[src/rtl/loader_pkg.sv]
// rtl/loader_pkg.sv - shared types and helpers for the instruction loader
package loader_pkg;

    typedef enum logic [2:0] {
        IDLE,
        LEN0,
        LEN1,
        DATA,
        CHECK,
        DONE,
        ERROR
    } loader_state_t;

    localparam int HDR_BYTES = 2;

    function automatic int bytes_per_word(input int data_width);
        return data_width / 8;
    endfunction

endpackage

[src/rtl/byte_packer.sv]
// rtl/byte_packer.sv - assembles little-endian words from a byte stream
module byte_packer
    import loader_pkg::*;
#(
    parameter int DATA_WIDTH = 32
) (
    input  logic                  clk,
    input  logic                  reset,
    input  logic                  clr,
    input  logic                  in_valid,
    input  logic [7:0]            in_byte,
    output logic                  word_done,
    output logic [DATA_WIDTH-1:0] word
);

    localparam int BPW = bytes_per_word(DATA_WIDTH);
    localparam int CW  = (BPW > 1) ? $clog2(BPW) : 1;

    generate
        if (BPW == 1) begin : g_single
            assign word_done = in_valid;
            assign word      = in_byte;
        end else begin : g_multi
            logic [CW-1:0]           cnt;
            logic [DATA_WIDTH-9:0]   lower;

            // The final byte bypasses storage so the word is available on the accepting cycle.
            assign word_done = in_valid && (cnt == CW'(BPW - 1));
            assign word      = {in_byte, lower};

            always_ff @(posedge clk or posedge reset) begin
                if (reset) begin
                    cnt   <= '0;
                    lower <= '0;
                end else if (clr) begin
                    cnt   <= '0;
                    lower <= '0;
                end else if (in_valid) begin
                    for (int i = 0; i < BPW - 1; i++) begin
                        if (cnt == CW'(i)) begin
                            lower[i*8 +: 8] <= in_byte;
                        end
                    end
                    cnt <= word_done ? '0 : cnt + CW'(1);
                end
            end
        end
    endgenerate

endmodule

[src/rtl/instr_loader.sv]
// rtl/instr_loader.sv - boot loader writing a checksummed byte-serial image into instruction memory
module instr_loader
    import loader_pkg::*;
#(
    parameter int DATA_WIDTH = 32,
    parameter int ADDR_WIDTH = 6
) (
    input  logic                  clk,
    input  logic                  reset,
    input  logic                  start,
    input  logic [7:0]            rx_data,
    input  logic                  rx_valid,
    output logic                  rx_ready,
    output logic                  mem_we,
    output logic [ADDR_WIDTH-1:0] mem_addr,
    output logic [DATA_WIDTH-1:0] mem_wdata,
    output logic                  cpu_hold,
    output logic                  done,
    output logic                  error,
    output logic [ADDR_WIDTH:0]   words_loaded
);

    localparam int          WLW      = ADDR_WIDTH + 1;
    localparam logic [16:0] CAPACITY = 17'(1 << ADDR_WIDTH);

    loader_state_t         state, state_next;
    logic [7:0]            len_lo;
    logic [15:0]           n_words;
    logic [7:0]            checksum;
    logic                  start_go;
    logic                  accept;
    logic                  pk_valid;
    logic                  word_done;
    logic [DATA_WIDTH-1:0] word;
    logic [15:0]           len_in;
    logic                  last_word;

    assign accept    = rx_valid & rx_ready;
    assign pk_valid  = accept && (state == DATA);
    assign len_in    = {rx_data, len_lo};
    assign last_word = (16'(words_loaded) + 16'd1) == n_words;

    byte_packer #(.DATA_WIDTH(DATA_WIDTH)) u_packer (
        .clk       (clk),
        .reset     (reset),
        .clr       (start_go),
        .in_valid  (pk_valid),
        .in_byte   (rx_data),
        .word_done (word_done),
        .word      (word)
    );

    always_ff @(posedge clk or posedge reset) begin
        if (reset) begin
            state <= IDLE;
        end else begin
            state <= state_next;
        end
    end

    always_comb begin
        state_next = state;
        rx_ready   = 1'b0;
        start_go   = 1'b0;
        case (state)
            IDLE, DONE, ERROR: begin
                if (start) begin
                    start_go   = 1'b1;
                    state_next = LEN0;
                end
            end
            LEN0: begin
                rx_ready = 1'b1;
                if (rx_valid) state_next = LEN1;
            end
            LEN1: begin
                rx_ready = 1'b1;
                if (rx_valid) begin
                    if ({1'b0, len_in} > CAPACITY) state_next = ERROR;
                    else if (len_in == 16'd0)      state_next = CHECK;
                    else                           state_next = DATA;
                end
            end
            DATA: begin
                rx_ready = 1'b1;
                if (rx_valid && word_done && last_word) state_next = CHECK;
            end
            CHECK: begin
                rx_ready = 1'b1;
                if (rx_valid) state_next = (rx_data == checksum) ? DONE : ERROR;
            end
            default: state_next = IDLE;
        endcase
    end

    // Status flags are registered copies of the upcoming state, so they land one cycle after the deciding byte.
    always_ff @(posedge clk or posedge reset) begin
        if (reset) begin
            mem_we       <= 1'b0;
            mem_addr     <= '0;
            mem_wdata    <= '0;
            cpu_hold     <= 1'b1;
            done         <= 1'b0;
            error        <= 1'b0;
            words_loaded <= '0;
            checksum     <= '0;
            len_lo       <= '0;
            n_words      <= '0;
        end else begin
            mem_we   <= 1'b0;
            done     <= (state_next == DONE);
            error    <= (state_next == ERROR);
            cpu_hold <= (state_next != DONE);
            if (start_go) begin
                checksum     <= '0;
                words_loaded <= '0;
            end
            if (state == LEN0 && accept) len_lo  <= rx_data;
            if (state == LEN1 && accept) n_words <= len_in;
            if (pk_valid) begin
                checksum <= checksum ^ rx_data;
                if (word_done) begin
                    mem_we       <= 1'b1;
                    mem_addr     <= words_loaded[ADDR_WIDTH-1:0];
                    mem_wdata    <= word;
                    words_loaded <= words_loaded + WLW'(1);
                end
            end
        end
    end

endmodule

[config.mk]
export PLATFORM = sky130hd
export DESIGN_NAME = instr_loader
export DESIGN_NICKNAME = d
export VERILOG_FILES = /design/src/rtl/loader_pkg.sv /design/src/rtl/byte_packer.sv /design/src/rtl/instr_loader.sv
export SDC_FILE = /design/constraint.sdc
export NUM_CORES = 1
export LEC_CHECK = 0
export CAP_MARGIN = 40
export CORE_MARGIN = 3
export CORE_UTILIZATION = 50
export CTS_CLUSTER_DIAMETER = 200
export DETAILED_ROUTE_END_ITERATION = 12
export PLACE_DENSITY_LB_ADDON = 0.25
export SLEW_MARGIN = 20
export SYNTH_ARGS = -nofsm -noshare
export SYNTH_HDL_FRONTEND = slang
export SYNTH_SLANG_ARGS = --single-unit
export TNS_END_PERCENT = 30
[constraint.sdc]
create_clock -name clk -period 8.8 [get_ports clk]
set_clock_uncertainty 0.05 [all_clocks]
set_input_delay 1.76 -clock clk [delete_from_list [all_inputs] [get_ports clk]]
set_output_delay 1.76 -clock clk [all_outputs]
set_load 0.005 [all_outputs]
Word-level counts from Yosys, hierarchy flattened
Index checks and enable logic that the tools add are counted.

word-level totals
  output and inout bits = 50
  word-level logic and storage cells = 81
  bits in registers = 110

cells by class
  equality and inequality tests = 14
  muxes and demuxes = 27
  add/subtract/negate cells = 3
  bitwise operators = 2
  reduce and logical (&&, ||, !) cells = 19
  $lt $le $gt $ge = 1

operators by type and width
  kind                                                                    count
  24-bit 2-to-1 mux                                                       2
  8-bit 2-to-1 mux                                                        5
  3-bit 2-to-1 mux                                                        7
  7-bit 2-to-1 mux                                                        3
  8-bit by 16-bit == test with 1-bit output                               1
  16-bit by 7-bit > comparator with 1-bit output (second input constant)  1
  16-bit zero test                                                        1
  3-bit == test (second input constant)                                   5
  3-bit one-hot mux with 5 select lines                                   1
  7-bit by 1-bit adder with 8-bit output (second input constant)          1
  8-bit == test                                                           1
  2-bit 2-to-1 mux                                                        4
  2-bit AND reduction                                                     4
  2-bit nonzero test                                                      4
  8-bit XOR                                                               1
  7-bit by 1-bit adder with 7-bit output (second input constant)          1
  3-bit by 2-bit == test with 1-bit output (second input constant)        2
  1-bit logical AND                                                       6
  1-bit 2-to-1 mux                                                        5
  2-bit == test (second input constant)                                   2
  4-bit OR reduction                                                      1
  3-bit by 1-bit == test with 1-bit output (second input constant)        1
  3-bit zero test                                                         1
  3-bit inequality test (second input constant)                           1
  5 further kinds                                                         5

Longest topological paths before layout
Gate-level depths: netlist of the first run.

  depth after elaboration = 11
  mapped depth = 8
  gate-level depth less buffers = 7

Hierarchy
From an unflattened synthesis of the first run, not the netlist that was laid out.

unflattened totals
  cell total of the unflattened synthesis = 516
  area, all modules = 5215.0 sq um

modules (own cells, without submodules)
  module        area each (sq um)  times used  cells an instance
  instr_loader  3912.5             1           404
  byte_packer   1302.5             1           112

Worst setup path after synthesis of the first run
Ideal clock, no wire load.

  path kind = input port to flip-flop
  start = input port rx_valid
  end = register done
  cell stages on the path = 6
  library setup time = 0.119 ns
  arrival time = 3.022 ns
  slack = 5.609 ns
  cell sequence = and4b_1 o311ai_1 a2111oi_2 o2111ai_1 a211o_1 and2_1

between the ends
  cells in the longest elaborated chain, start to end = 8
  elaborated cells on any way between the ends = 11
  classes of those cells = eq/ne: 1; mux: 5; bitwise: 1; reduce/logical: 4

RTL lines
  element                                    line                 text
  start, declared                            instr_loader.sv:12   input logic rx_valid,
  1-bit AND                                  instr_loader.sv:38   assign accept = rx_valid & rx_ready;
  1-bit logical AND                          instr_loader.sv:39   assign pk_valid = accept && (state == DATA);
  1-bit logical AND                          byte_packer.sv:28    assign word_done = in_valid && (cnt == CW'(BPW - 1));
  1-bit logical AND (2 in series)            instr_loader.sv:86   if (rx_valid && word_done && last_word) state_next = CHECK;
  3-bit 2-to-1 mux                           instr_loader.sv:86
  3-bit one-hot mux with 5 select lines (*)  instr_loader.sv:65   case (state)
  net state_next[0]                          instr_loader.sv:26   loader_state_t state, state_next;
  3-bit == test (*)                          instr_loader.sv:111  done <= (state_next == DONE);
  end signal, assigned                       instr_loader.sv:111
  end, declared                              instr_loader.sv:18   output logic done,

Mark *: on every way through the listed nets, which the timed path passes. The rest lies on a longest branch.
A chain may end at the register's enable or synchronous reset.

Worst setup path in the final report of the first run
Ends and elaborated chain as after synthesis.

==> impl_metrics.json, run 1 <==
{
  "status": "completed",
  "fin_tns_setup_ps": 0,
  "synth_compound_area_share_pct": 9.517,
  "die_w_um": 105.7,
  "period_needed_ps": 4038,
  "synth-seq-cells": 110,
  "vias_per_cell": 5.472,
  "cts_hold_buf": 0,
  "netlist_instances": 528,
  "place_hpwl_um": 7096,
  "syn-num-nets": 545,
  "slew-limit-headroom_pct": 46.98,
  "clock_latency_ps": 370,
  "cts_setup_buffers": 0,
  "core_area_um2": 9459,
  "synth.area.mux_share_pct": 5.413,
  "reg2reg_slack_ps": 6030,
  "slew_viol_final": 0,
  "r2r_cells": 7,
  "grt_pass1_vias": 3712,
  "grt_max_degree": 66,
  "async_reset_ff_share_pct": 100.0,
  "final_common_cell": "nand2_1",
  "ys_seq_area_share_pct": 55.41,
  "die_area_um2": 11170,
  "crit_path_max_fanout": 39,
  "critPathKind": "primary input to register",
  "num_vias": 3836,
  "gp_congestion": 0.8304,
  "vdd_drop_max_mv": 0.1409,
  "io_buffer_count": 61,
  "first_iter_violations": 324,
  "die_h_um": 105.7,
  "drc": 0,
  "synth_cell_type_count": 44,
  "endpoint": "done$_DFF_PP0_",
  "synthXorXnorAreaFrac_pct": 2.996,
  "cts-root-buf": "clkbuf_8",
  "pin_count": 62,
  "avgRoutedWirePerCell_um": 15.28,
  "hp-class": "register to register",
  "antenna_found_initial": 0,
  "rr_endpoint": "done$_DFF_PP0_",
  "worst_setup_path_end_kind": "register",
  "final_cell_mix": "nand2_1, dfrtp_1, clkdlybuf4s50_1, nand3_1, a21oi_1",
  "tritoncts": "done",
  "cts.sinks": 110,
  "grt_usage_pct": 19.98,
  "clockBufferDepth": 2,
  "yosys.area_share.simple_pct": 21.20,
  "n_antenna_cell": 0,
  "crit_start": "rx_valid",
  "overflow": 0,
  "power.density_nw_per_um2": 239.1,
  "setup_viol": 0,
  "hold_viol": 0,
  "fin_crit_sh_pct": 45.89,
  "ys.warnings.count": 0,
  "required_ps": 9010,
  "htree_levels": 3,
  "startpoint_type": "primary input",
  "ant_nets": 0,
  "drive_above_1_share_pct": 9.091,
  "worst_slew_pin_slew_ps": 790.9,
  "numCtsBuffers": 9,
  "synth_area_um2": 4970,
  "first_pass_iters": 4,
  "area_growth_pct": 17.65,
  "final_nets": 584,
  "rsz0062_at_grt": "false",
  "syn_avg_cell_area_um2": 9.412,
  "cts_resized": 0,
  "rows": 35,
  "post-route-util_pct": 61.81,
  "cp.arrival_ps": 4250,
  "max_freq_mhz": 247.6,
  "max-cap-violations": 0,
  "grt_pass1_wl_um": 18040,
  "synth_top_flop_cell": "dfrtp_1",
  "synth_top_family_by_area": "simple AND/OR/NAND/NOR gates",
  "initial_core_util_pct": 52.54,
  "path_clk_slew_ps": 120,
  "synth-edff-count": 0,
  "drt-total-wl_um": 10710,
  "yosys.area_share.adder_pct": 1.259,
  "power.leakage_nw": 2.678,
  "r2r-start": "words_loaded[0]$_DFF_PP0_"
}
power by group:
part,internal [mW],switching [mW],leakage [nW]
clock,0.138,0.183,0.100
combinational,0.182,0.187,1.11
sequential,0.617,0.0910,1.47
layout make-up:
class | count | area, µm²
multi-input combinational | 373 | 2007
tap | 129 | 161.4
fill | 820 | 3612
inverter | 6 | 25.02
timing repair buffer | 67 | 690.7
clock buffer | 9 | 123.9
clock inverter | 7 | 85.08
sequential | 110 | 2754
synthesized netlist by cell type, drive strengths merged (6+ instances only):
library cell    n  area [µm²]
a21oi          33       165.2
buf            14       92.58
clkbuf         25       93.84
dfrtp         109        2728
inv             6       22.52
mux2           23       259.0
nand2         164       615.6
nand3          35       175.2
nor2           17       63.81
nor3            6       35.03
o21ai          29       145.1
xnor2          12       105.1
worst min path at each step:
stage               cells after the start                              startpoint                   endpoint
finish                                  2  u_packer.g_multi.lower[16]$_DFFE_PP0P_  mem_wdata[16]$_DFFE_PP0P_
global placement                        2  u_packer.g_multi.lower[20]$_DFFE_PP0P_  mem_wdata[20]$_DFFE_PP0P_
CTS                                     2  u_packer.g_multi.lower[20]$_DFFE_PP0P_  mem_wdata[20]$_DFFE_PP0P_
detailed placement                      2  u_packer.g_multi.lower[20]$_DFFE_PP0P_  mem_wdata[20]$_DFFE_PP0P_
floorplan                               2   u_packer.g_multi.lower[0]$_DFFE_PP0P_   mem_wdata[0]$_DFFE_PP0P_
global route                            2                 mem_addr[3]$_DFFE_PP0P_    mem_addr[3]$_DFFE_PP0P_
critical path: stages:
cell and delay, ps:
clkdlybuf4s50_1 580, and4b_1 220, buf_4 350, o311ai_1 200
a2111oi_2 320, o2111ai_1 280, a211o_1 380, and2_1 140
metal layers:
layer / routed length [µm] / part of all wire (%) / up-vias / GRT usage, %
li1: - / - / 1843 / -
met2: 5303 / 50 / 96 / 33.47
met5: 0 / 0 / - / 0
met1: 4709 / 44 / 1880 / 26.63
met3: 516 / 4.8 / 17 / 3.062
met4: 182 / 1.7 / 0 / 6.846
state kept, by name, indices dropped and copies added, names as in the netlist:
register / flops
mem_wdata: 32
u_packer.g_multi.lower: 24
n_words: 16
checksum: 8
len_lo: 8
words_loaded: 7
mem_addr: 6
state: 3
u_packer.g_multi.cnt: 2
cpu_hold: 1
done: 1
error: 1
mem_we: 1
logic make-up after synthesis:
family,after synthesis
xor+xnor,17
simple gates,246
flops,110
mux,24
compound gates,81
fa+ha+maj,5
buf+inv,45
stage by stage:
stage	worst slack [ps]	hold slack, ps	area [µm²]	std cells	power [mW]
after floorplan	4089	388.6	4970	528	0.9711
after global placement	4496	404.7	5580	682	1.056
after detailed placement	4375	408.9	5595	683	1.080
after CTS	4761	434.5	5804	699	1.398
after global routing	4610	454.7	5847	701	1.484
final	4762	432.4	5847	701	1.398
Note: power is estimated with default switching activity, not from simulation.
==> inputs of run 2 (changes only) <==
==> constraint.sdc (replaced) <==
create_clock -name clk -period 3.7 [get_ports clk]
set_clock_uncertainty 0.05 [all_clocks]
set_input_delay 0.74 -clock clk [delete_from_list [all_inputs] [get_ports clk]]
set_output_delay 0.74 -clock clk [all_outputs]
set_load 0.005 [all_outputs]
==> impl_metrics.json, run 2 (synthesis results as in run 1) <==
{
  "status": "completed",
  "hp-class": "register to register",
  "die_h_um": 105.7,
  "dpl_cell_area_um2": 5668,
  "place_hpwl_um": 7740,
  "top_regs": "mem_wdata: 32 flops, u_packer.g_multi.lower: 24 flops, n_words: 16 flops",
  "cpMaxStageDelayCell": "dfrtp_1",
  "max_freq_mhz": 375.9,
  "setup_viol": 0,
  "cts_setup_buffers": 0,
  "fin_tns_setup_ps": 0,
  "drt-total-wl_um": 11380,
  "grt_max_degree": 47,
  "grt_pass1_wl_um": 19060,
  "path_delay_family": "compound AO/OA/AOI/OAI gates",
  "fin_area_um2": 5846,
  "overflow": 0,
  "cp.buffers_inverters": 0,
  "worst_setup_path_end_kind": "register",
  "io_buffer_count": 61,
  "pin_count": 62,
  "r2r-start": "words_loaded[0]$_DFF_PP0_",
  "max_stage_delay_ps": 530,
  "crit_start": "words_loaded[0]$_DFF_PP0_",
  "ant_nets": 0,
  "initial_core_util_pct": 52.54,
  "clockBufferDepth": 2,
  "final_cell_mix": "nand2_1, dfrtp_1, clkdlybuf4s50_1, nand3_1, a21oi_1",
  "cp.arrival_ps": 2880,
  "period_needed_ps": 2660,
  "avgRoutedWirePerCell_um": 16.05,
  "die_area_um2": 11170,
  "power.density_nw_per_um2": 551.9,
  "post-place-ws_ps": 757.1,
  "antenna_found_initial": 0,
  "drive_above_1_share_pct": 9.828,
  "top_register": "mem_wdata",
  "grt_pass1_vias": 3746,
  "numCtsBuffers": 9,
  "final_nets": 592,
  "cts_resized": 0,
  "rsz0062_at_grt": "false",
  "rows": 35,
  "n_antenna_cell": 0,
  "largest_reg_flops": 32,
  "htree_levels": 3,
  "clock_latency_ps": 370,
  "first_iter_violations": 310,
  "cts.sinks": 110,
  "slew_viol_final": 0,
  "crit_path_max_fanout": 11,
  "gp_congestion": 0.8548,
  "area_growth_pct": 17.62,
  "fin_crit_sh_pct": 71.90,
  "vdd_drop_max_mv": 0.3172,
  "hold_viol": 0,
  "vias_per_cell": 5.511,
  "drc": 0,
  "grt_usage_pct": 21.29,
  "critPathKind": "register to register",
  "worst_slew_pin_slew_ps": 794.6,
  "max-cap-violations": 0,
  "slew-limit-headroom_pct": 46.74,
  "core_area_um2": 9459,
  "crit_chain": "ha_1 > nand3_1 > mux2i_1 > a2111oi_2 > o2111ai_1 > a211o_1 > and2_1",
  "startpoint_type": "register",
  "cts-root-buf": "clkbuf_8",
  "first_pass_iters": 5,
  "setup_ws_ps": 1040,
  "cts_hold_buf": 0,
  "num_vias": 3907,
  "path_clk_slew_ps": 110,
  "tritoncts": "done",
  "hp-start": "u_packer.g_multi.lower[10]$_DFFE_PP0P_",
  "required_ps": 3920,
  "die_w_um": 105.7,
  "power.leakage_nw": 2.695,
  "final_common_cell": "nand2_1"
}
==> run 2: where the power goes <==
part	switching (mW)	total (mW)	leakage [nW]	internal, mW
combinational	0.454	0.884	1.14	0.430
sequential	0.221	1.69	1.47	1.47
clock	0.403	0.653	0.0849	0.250
total	1.08	3.23	2.70	2.15
==> run 2: per-layer routing <==
layer	part of all wire [%]	vias up	track usage [%]
li1	-	1853	-
met1	46	1908	30.11
met2	48	122	34.02
met3	4.7	24	2.756
met4	2.1	0	7.308
met5	0	-	0
==> run 2: through the flow <==
step / std cells / hold slack, ps / power, mW / util (%)
floorplan: 528 / 388.6 / 2.310 / -
global placement: 692 / 404.0 / 2.536 / 59.92
detailed placement: 692 / 403.0 / 2.583 / 59.92
CTS: 708 / 418.8 / 3.231 / 61.68
global route: 709 / 452.4 / 3.428 / 61.80
finish: 709 / 413.1 / 3.226 / 61.80
==> run 2: cell type report <==
type,instances,area [µm²]
fill,841,3613
sequential,110,2754
multi-input combinational,373,2007
timing repair buffer,75,732.0
tap,129,161.4
clock buffer,12,135.1
clock inverter,4,31.28
inverter,6,25.02
==> run 2: final timing paths <==
kind | end | slack (ps) | cells after the start
max reg2reg | done$_DFF_PP0_ | 1040 | 7
min in group asynchronous | mem_wdata[26]$_DFFE_PP0P_ | 720 | 2
min | mem_wdata[10]$_DFFE_PP0P_ | 410 | 2
max in group asynchronous | u_packer.g_multi.lower[10]$_DFFE_PP0P_ | 2140 | 3
min reg2reg | mem_wdata[10]$_DFFE_PP0P_ | 410 | 2
max | done$_DFF_PP0_ | 1040 | 7
==> run 2: worst register-to-register path, cell delays in order (launching register included) <==
cell and delay [ps]:
dfrtp_1 530, ha_1 460, nand3_1 270, mux2i_1 190, a2111oi_2 330, o2111ai_1 240
a211o_1 360, and2_1 140
